--- src/rtl/hash_result_serializer_if.sv ---
// Port bundle for the hash serializer.
// Capture side, beat stream and statistics.
interface hash_result_serializer_if #(
    parameter int DEPTH = 8,
    parameter int OUT_W = 32,
    parameter int CNT_W = 16
);
    localparam int LW = $clog2(DEPTH) + 1;

    logic             hash_valid_i;
    logic [127:0]     hash_i;
    logic             m_valid_o;
    logic [OUT_W-1:0] m_data_o;
    logic             m_last_o;
    logic             m_ready_i;
    logic [LW-1:0]    level_o;
    logic [CNT_W-1:0] hash_count_o;
    logic [CNT_W-1:0] drop_count_o;
    logic             overflow_o;

    modport master (
        output hash_valid_i,
        output hash_i,
        output m_ready_i,
        input  m_valid_o,
        input  m_data_o,
        input  m_last_o,
        input  level_o,
        input  hash_count_o,
        input  drop_count_o,
        input  overflow_o
    );

    modport slave (
        input  hash_valid_i,
        input  hash_i,
        input  m_ready_i,
        output m_valid_o,
        output m_data_o,
        output m_last_o,
        output level_o,
        output hash_count_o,
        output drop_count_o,
        output overflow_o
    );
endinterface

--- src/rtl/hash_result_serializer.sv ---
// Buffers validated 128-bit hashes in a FIFO and streams
// them out MS word first on a valid/ready beat link.
module hash_result_serializer #(
    parameter int DEPTH = 8,
    parameter int OUT_W = 32,
    parameter int CNT_W = 16
) (
    input logic                     clk,
    input logic                     rst,
    hash_result_serializer_if.slave bus
);
    localparam int AW    = $clog2(DEPTH);
    localparam int LW    = AW + 1;
    localparam int BEATS = 128 / OUT_W;
    localparam int BW    = (BEATS > 1) ? $clog2(BEATS) : 1;

    localparam logic [BW-1:0] BEAT_MAX = BW'(BEATS - 1);
    localparam logic [LW-1:0] FULL     = LW'(DEPTH);

    typedef enum logic {
        IDLE,
        SEND
    } state_t;

    state_t                      state_q, state_d;
    logic [BW-1:0]               beat_q, beat_d;
    logic [127:0]                shift_q, shift_d;
    logic [AW-1:0]               wr_ptr_q, rd_ptr_q;
    logic [LW-1:0]               level_q, level_d;
    logic [CNT_W-1:0]            hash_cnt_q, drop_cnt_q;
    logic                        overflow_q;
    logic [127:0]                mem_q [DEPTH];
    logic                        pop, push, drop;
    logic                        done, xfer, last, valid;
    logic [BEATS-1:0][OUT_W-1:0] words;

    always_comb begin
        state_d = state_q;
        beat_d  = beat_q;
        shift_d = shift_q;
        pop     = 1'b0;
        done    = 1'b0;
        last    = (beat_q == BEAT_MAX);
        xfer    = (state_q == SEND) && bus.m_ready_i;
        unique case (state_q)
            IDLE: begin
                if (level_q != '0) begin
                    pop     = 1'b1;
                    shift_d = mem_q[rd_ptr_q];
                    beat_d  = '0;
                    state_d = SEND;
                end
            end
            SEND: begin
                if (xfer) begin
                    if (last) begin
                        done = 1'b1;
                        // Reload straight from the FIFO so hashes
                        // stream without an idle bubble.
                        if (level_q != '0) begin
                            pop     = 1'b1;
                            shift_d = mem_q[rd_ptr_q];
                            beat_d  = '0;
                        end else begin
                            state_d = IDLE;
                        end
                    end else begin
                        beat_d = beat_q + BW'(1);
                    end
                end
            end
        endcase
    end

    // A pop frees a slot before the write lands, so full+pop accepts.
    assign push    = bus.hash_valid_i && ((level_q < FULL) || pop);
    assign drop    = bus.hash_valid_i && !push;
    assign level_d = level_q + LW'(push) - LW'(pop);

    always_ff @(posedge clk or negedge rst) begin
        if (!rst) begin
            state_q    <= IDLE;
            beat_q     <= '0;
            shift_q    <= '0;
            wr_ptr_q   <= '0;
            rd_ptr_q   <= '0;
            level_q    <= '0;
            hash_cnt_q <= '0;
            drop_cnt_q <= '0;
            overflow_q <= 1'b0;
        end else begin
            state_q <= state_d;
            beat_q  <= beat_d;
            shift_q <= shift_d;
            level_q <= level_d;
            if (push) begin
                wr_ptr_q <= wr_ptr_q + AW'(1);
            end
            if (pop) begin
                rd_ptr_q <= rd_ptr_q + AW'(1);
            end
            if (done && !(&hash_cnt_q)) begin
                hash_cnt_q <= hash_cnt_q + CNT_W'(1);
            end
            if (drop) begin
                overflow_q <= 1'b1;
                if (!(&drop_cnt_q)) begin
                    drop_cnt_q <= drop_cnt_q + CNT_W'(1);
                end
            end
        end
    end

    always_ff @(posedge clk) begin
        if (push) begin
            mem_q[wr_ptr_q] <= bus.hash_i;
        end
    end

    assign words = shift_q;
    assign valid = (state_q == SEND);

    assign bus.m_valid_o    = valid;
    assign bus.m_last_o     = valid && last;
    assign bus.m_data_o     = valid ? words[BEAT_MAX - beat_q] : '0;
    assign bus.level_o      = level_q;
    assign bus.hash_count_o = hash_cnt_q;
    assign bus.drop_count_o = drop_cnt_q;
    assign bus.overflow_o   = overflow_q;
endmodule

--- src/flat_wrapper.sv ---
// flat-port wrapper written by rule: the top's interface ports become plain ports
module hash_result_serializer_flat 
#(
    parameter int DEPTH = 8,
    parameter int OUT_W = 32,
    parameter int CNT_W = 16
)
  (clk, rst, bus_hash_valid_i, bus_hash_i, bus_m_ready_i, bus_m_valid_o, bus_m_data_o, bus_m_last_o, bus_level_o, bus_hash_count_o, bus_drop_count_o, bus_overflow_o);
  hash_result_serializer_if #(.DEPTH(DEPTH), .OUT_W(OUT_W), .CNT_W(CNT_W)) bus_i ();
  input logic clk;
  input logic rst;
  input wire logic [$bits(bus_i.hash_valid_i)-1:0] bus_hash_valid_i;
  input wire logic [$bits(bus_i.hash_i)-1:0] bus_hash_i;
  input wire logic [$bits(bus_i.m_ready_i)-1:0] bus_m_ready_i;
  output wire logic [$bits(bus_i.m_valid_o)-1:0] bus_m_valid_o;
  output wire logic [$bits(bus_i.m_data_o)-1:0] bus_m_data_o;
  output wire logic [$bits(bus_i.m_last_o)-1:0] bus_m_last_o;
  output wire logic [$bits(bus_i.level_o)-1:0] bus_level_o;
  output wire logic [$bits(bus_i.hash_count_o)-1:0] bus_hash_count_o;
  output wire logic [$bits(bus_i.drop_count_o)-1:0] bus_drop_count_o;
  output wire logic [$bits(bus_i.overflow_o)-1:0] bus_overflow_o;
  assign bus_i.hash_valid_i = bus_hash_valid_i;
  assign bus_i.hash_i = bus_hash_i;
  assign bus_i.m_ready_i = bus_m_ready_i;
  assign bus_m_valid_o = bus_i.m_valid_o;
  assign bus_m_data_o = bus_i.m_data_o;
  assign bus_m_last_o = bus_i.m_last_o;
  assign bus_level_o = bus_i.level_o;
  assign bus_hash_count_o = bus_i.hash_count_o;
  assign bus_drop_count_o = bus_i.drop_count_o;
  assign bus_overflow_o = bus_i.overflow_o;
  hash_result_serializer #(.DEPTH(DEPTH), .OUT_W(OUT_W), .CNT_W(CNT_W)) u_core (.clk(clk), .rst(rst), .bus(bus_i));
endmodule
--- config.mk ---
export PLATFORM = sky130hd
export DESIGN_NAME = hash_result_serializer_flat
export DESIGN_NICKNAME = d
export VERILOG_FILES = /design/src/rtl/hash_result_serializer_if.sv /design/src/rtl/hash_result_serializer.sv /design/src/flat_wrapper.sv
export SDC_FILE = /design/constraint.sdc
export NUM_CORES = 1
export LEC_CHECK = 0
export CORE_ASPECT_RATIO = 1.5
export CORE_MARGIN = 5
export CORE_UTILIZATION = 55
export CTS_CLUSTER_SIZE = 20
export DETAILED_ROUTE_END_ITERATION = 10
export GPL_TIMING_DRIVEN = 0
export PLACE_DENSITY = 0.73
export SLEW_MARGIN = 20
export SYNTH_ARGS = -nofsm -noshare
export SYNTH_HDL_FRONTEND = slang
export SYNTH_SLANG_ARGS = --single-unit
--- constraint.sdc ---
create_clock -name clk -period 13.4 [get_ports clk]
set_input_delay 2.68 -clock clk [delete_from_list [all_inputs] [get_ports clk]]
set_output_delay 2.68 -clock clk [all_outputs]
set_load 0.03 [all_outputs]
### Word level (Yosys, flattened, before mapping)

Memories as Yosys holds them, arrays and structs flattened.
Cells that the tools add are included.

| operators by class | value |
|---|---|
| muxes and demuxes | 23 |
| magnitude comparators | 2 |
| bitwise operators | 2 |
| $mul | 0 |
| shift-type cells | 0 |
| reductions and logical operators | 13 |
| equal/unequal tests | 3 |
| divide/modulo/power cells | 0 |
| add/subtract/negate cells | 8 |

Operators with widths:

| operator | number |
|---|---|
| 128-bit 2-to-1 mux | 3 |
| 128-bit case mux with 2 select lines | 1 |
| 32-bit binary-select mux with 2-bit select | 1 |
| 32-bit 2-to-1 mux | 2 |
| 16-bit by 1-bit adder with 16-bit output (second input constant) | 2 |
| 16-bit AND reduction | 2 |
| 1-bit 2-to-1 mux | 10 |
| 3-bit by 1-bit adder with 3-bit output (second input constant) | 2 |
| 2-bit 2-to-1 mux | 3 |
| 1-bit logical AND | 5 |
| 4-bit by 1-bit adder with 4-bit output | 1 |
| 4-bit < comparator (second input constant) | 1 |
| 2-bit inequality test (second input constant) | 2 |
| 1-bit case mux with 2 select lines | 2 |
| 2-bit case mux with 2 select lines | 1 |
| 2-bit AND reduction | 2 |
| 4-bit nonzero test | 1 |
| 4-bit by 1-bit subtractor with 4-bit output | 1 |
| 2-bit by 3-bit < comparator with 1-bit output (second input constant) | 1 |
| 2-bit by 1-bit adder with 2-bit output (second input constant) | 1 |
| 2-bit == test (second input constant) | 1 |
| 1-bit zero test | 2 |
| 1-bit NOT | 2 |
| 2-bit subtractor (first input constant) | 1 |
| 1-bit logical OR | 1 |

| storage, ports and cells | value |
|---|---|
| latch bits | 0 |
| memories kept | 1 |
| bits in read-only memories | 0 |
| bits in registers | 174 |
| memory bits (writable) | 1,024 |
| output and inout bits | 71 |

Memories:

| memory | words | width | read ports | clocked after memory_dff | write ports | RTL line | text |
|---|---|---|---|---|---|---|---|
| u_core.mem_q | 8 | 128 | 1 | 0 | 1 | hash_result_serializer.sv:32 | `logic [127:0] mem_q [DEPTH];` |

### Logic depth before layout (Yosys ltp)

| depth | value |
|---|---|
| depth after elaboration | 10 |
| gate-level depth with buffers | 12 |

### Worst setup path after synthesis

Ideal clock, no wire load.

| timing path | value |
|---|---|
| path kind | input-to-reg |
| start | input port bus_m_ready_i |
| end | memory u_core.mem_q[0][0], enable pin |
| stages on the path | 4 |
| arrival | 11.897 ns |
| setup time | 0.772 ns |
| buffers on the path | 0 |
| setup slack | 0.732 ns |
| cells stage by stage | a21boi_4 > o21ai_0 > nand3b_1 > nor3_1 |

| on the way | value |
|---|---|
| cells in the longest elaborated chain, start to end | 7 |

Ends and longest elaborated chain:

| item | RTL line | text |
|---|---|---|
| from (decl) | flat_wrapper.sv:14 | `input wire logic [$bits(bus_i.m_ready_i)-1:0] bus_m_ready_i;` |
| 1-bit logical AND | hash_result_serializer.sv:44 | `xfer = (state_q == SEND) && bus.m_ready_i;` |
| 1-bit 2-to-1 mux | hash_result_serializer.sv:55 | `if (xfer) begin` |
| 1-bit case mux with 2 select lines | hash_result_serializer.sv:45 | `unique case (state_q)` |
| 1-bit logical OR | hash_result_serializer.sv:76 | `assign push = bus.hash_valid_i && ((level_q < FULL) \|\| pop);` |
| 1-bit logical AND | hash_result_serializer.sv:76 |  |
| 1-bit 2-to-1 mux | hash_result_serializer.sv:115 | `if (push) begin` |
| 1-bit 2-to-1 mux (not written as such) | hash_result_serializer.sv:116 | `mem_q[wr_ptr_q] <= bus.hash_i;` |
| to (decl) | hash_result_serializer.sv:32 |  |

Every way passes these cells.

### Worst setup path after layout

| timing path | value |
|---|---|
| start | input port bus_m_ready_i |
| end | memory u_core.mem_q[1][35], enable pin |

The elaborated chain is that of the path after synthesis.

==> results by group <==
Global route
  • Vias in the first global route: 23,800
  • Tot GR Track Use: 0.251
  • Antenna violations before repair: 14
  • Largest net degree at the start of global routing: 98
  • Remaining global-route overflow: 0
  • First-pass GRT wire length: 163,000 µm

Clock network
  • H-tree Lvls: 3
  • Post-CTS Setup Bufs: 0
  • CTS Buf Count: 105
  • Post-CTS Resized: 0
  • Worst-Skew Late Latency: 0.72 ns
  • CTS Root Cell: clkbuf_16
  • CTS tree: done
  • # hold bufs at CTS: 0
  • Clk sinks: 1,198
  • Clock transition at path regs: 0.06 ns
  • Clock Path Buffers: 3

Pwr
  • Power Density: 217 mW/mm²
  • P_leak: 18.2 nW
  • Peak supply drop: 0.139 mV

Timing
  • Max frequency: 167 MHz
  • Slew headroom: 0.419
  • Fin crit period: 6.00 ns
  • Final Max Tran Viols: 0
  • RSZ-0062 raised after global routing: false
  • Worst setup margin: 7.40 ns
  • Worst Tran Pin Value: 0.871 ns
  • Hold WS: 0.492 ns
  • Post-Route Setup TNS: 0 ns
  • Clk_skew: 0.0449 ns
  • Final Hold Fails: 0
  • Final period utilization: 0.448
  • Final setup viols: 0

Logic synthesis
  • Post-Syn Area: 0.0460 mm²
  • Ys async rst share: 0.145
  • Post-synth top flop: edfxtp_1
  • Cell accounting for the most synthesized area: edfxtp_1
  • Most frequent cell after synthesis: edfxtp_1
  • Post-Syn Area per Cell: 21.1 µm²
  • Post-synth top cells: edfxtp_1 (1,024), mux4_2 (288), dfrtp_1 (174)
  • Synth Instances: 2,185
  • Syn Nets: 2,328
  • Post-synth top area share: 0.668
  • Sequential-to-total area share from yosys stat: 0.763
  • #FFs+latches synth: 1,198
  • Largest cells by area after synthesis: edfxtp_1 (67%), mux4_2 (14%), dfrtp_1 (9.5%)
  • Synth Warn #: 0
  • Number of synthesized flops with an enable pin: 1,024
  • Post-synth cell types: 41

Worst setup path
  • Crit path from: bus_m_ready_i
  • Critical R2R Capture: u_core.mem_q[1][35]
  • Crit Path Class: in2reg
  • CP Capture Type: flip-flop
  • Top delay family on crit path: buffers and inverters
  • WP data arrival: 6.39 ns
  • Slowest cell on crit path: nor3_2
  • R2R cell count: 12
  • Worst Setup Start Kind: primary input
  • Buf+Inv Stages, Crit Path: 8
  • WP data required: 13.79 ns
  • CP peak stage delay: 0.70 ns
  • Worst path cell trace: clkdlybuf4s50_1 -> a21boi_4 -> o21ai_0 -> nand3_1 -> nor3_2 -> buf_4 -> buf_4 -> buf_6 -> buf_4 -> buf_6 -> buf_6 -> buf_4
  • CP dominant cell by count: buf_4
  • Critical path fanouts, max: 8
  • Reg2Reg Launch Point: u_core.beat_q[1]
  • Worst R2R Setup Slack: 9.25 ns

Drt
  • Via count: 23,200
  • # DRC: 0
  • Detail-routed via count per cell: 6.10
  • Post-DR wirelength/cell: 29.4 µm
  • Initial detailed-routing violation count: 2,243
  • DR pass1 iterations: 5
  • Final WL: 112,000 µm
  • Final ANT Viol Nets: 0

Placement
  • Pre-CTS setup slack: 6.79 ns
  • Post-DP HPWL: 77,400 µm
  • Placed Cells: 3,593
  • IO buf count: 202
  • Routability cong.: 0.890

Final layout
  • FILL cells: 5,377
  • Seq. cell area: 0.0351 mm²
  • Area of the multi-input gates: 0.0103 mm²
  • Fin nets: 2,721
  • Final cell count without fillers: 3,796
  • Area grow syn2layout: 17.9%
  • Final Util: 0.650
  • Share of cells above drive strength 1: 0.240

Job
  • # Max-Cap Violations: 0

Floorplan
  • DIE HEIGHT: 364 µm
  • Die area: 0.0897 mm²
  • Die W: 246 µm
  • # IOs: 203
  • Core Box Area: 0.0834 mm²
  • Row cnt: 130
  • Initial Util: 0.552

Worst hold path
  • Hold path cells: 1
  • Hold Path Sink: u_core.bus.overflow_o
  • Hold Path Class: reg2reg
  • Hold Startpoint: u_core.bus.overflow_o

Status
  • Status: complete, no violations
## worst reg2reg max path, delay by kind of cell (launching register included)
family / cells / cell delay (ns)
compound gates: 2 / 0.56
flops: 1 / 0.37
buf+inv: 7 / 1.39
fa+ha+maj: 1 / 0.37
simple gates: 2 / 1.12
## power by group
part / internal [mW] / switching, mW / total (mW) / leakage [nW]
Clock: 1.62 / 1.36 / 2.98 / 1.63
Combinational: 1.66 / 2.31 / 3.96 / 5.34
Sequential: 4.61 / 0.235 / 4.84 / 11.2
Total: 7.89 / 3.90 / 11.8 / 18.2
## placed cells by master, fill, tap and decap left out, types with 5 or more instances in the layout
master / count
a21oi_1: 129
and2_1: 33
buf_12: 25
buf_16: 19
buf_2: 52
buf_4: 53
buf_6: 14
bufinv_16: 6
clkbuf_1: 57
clkbuf_16: 108
clkdlybuf4s50_1: 201
clkinv_1: 15
clkinv_2: 16
clkinvlp_4: 9
dfrtp_1: 174
diode_2: 9
edfxtp_1: 1024
ha_1: 10
inv_1: 11
inv_6: 8
mux2_2: 6
mux2i_1: 129
mux4_2: 288
nand2_1: 13
nand2b_1: 5
nand3_1: 14
nand4_1: 7
nor2_1: 134
nor2_4: 6
nor3_1: 9
nor4_1: 5
nor4_2: 8
nor4b_1: 5
xnor2_1: 7
xor2_1: 27
## per-stage QoR
| step | area (µm²) | total power [mW] |
|---|---|---|
| floorplan | 46000 | 7.30 |
| global placement | 49500 | 8.83 |
| detailed placement | 50900 | 8.90 |
| CTS | 54300 | 11.9 |
| global route | 54300 | 12.2 |
| finish | 54300 | 11.8 |
## per-layer routing
| metal | up-vias | GRT usage | share of wire |
|---|---|---|---|
| met2 | 1052 | 0.411 | 0.50 |
| met1 | 12200 | 0.337 | 0.38 |
| met3 | 218 | 0.0473 | 0.074 |
| met4 | 8 | 0.107 | 0.047 |
| li1 | 9666 | - | - |
| met5 | - | 0 | 0.00054 |
## state kept, by name, summed over array words and instances (netlist names)
register                 cells
u_core.mem_q              1024
u_core.shift_q             128
u_core.bus.drop_count_o     16
u_core.bus.hash_count_o     16
u_core.bus.level_o           4
u_core.rd_ptr_q              3
u_core.wr_ptr_q              3
u_core.beat_q                2
u_core.bus.m_valid_o         1
u_core.bus.overflow_o        1
## cell families (layout without fill, tap and decap cells)
family	Yosys count	after routing	synth area share
AOI/OAI and AO/OA	133	133	0.0152
buffers and inverters	128	608	0.0141
DFF	1198	1198	0.763
and+or+nand+nor	257	257	0.0278
adders and majority gates	11	11	0.00315
muxes	424	424	0.171
other	0	9	0
xor gates and xnor gates	34	34	0.00647
## final cells by class
cell class              count  share of cell area
plain buffers             117              0.0112
multi-input cells         859               0.190
repair buffers            286              0.0626
inverters                  11            0.000761
clock buffers             132              0.0520
well taps                1122              0.0259
diodes                      9            0.000415
flip-flops and latches   1198               0.647
clock inverters            62             0.00996
## worst max-delay path by stage
stage | end | slack (ns) | cells after the start
2_1_floorplan | u_core.mem_q[0][0] | 0.73 | 4
3_3_place_gp | u_core.mem_q[0][35] | -9.02 | 5
3_5_place_dp | u_core.mem_q[1][35] | 6.79 | 12
4_1_cts | bus_m_data_o[5] | 7.49 | 5
5_1_grt | u_core.mem_q[1][35] | 7.35 | 12
6_report | u_core.mem_q[1][35] | 7.40 | 12
Power figures use the tool's default switching activity.
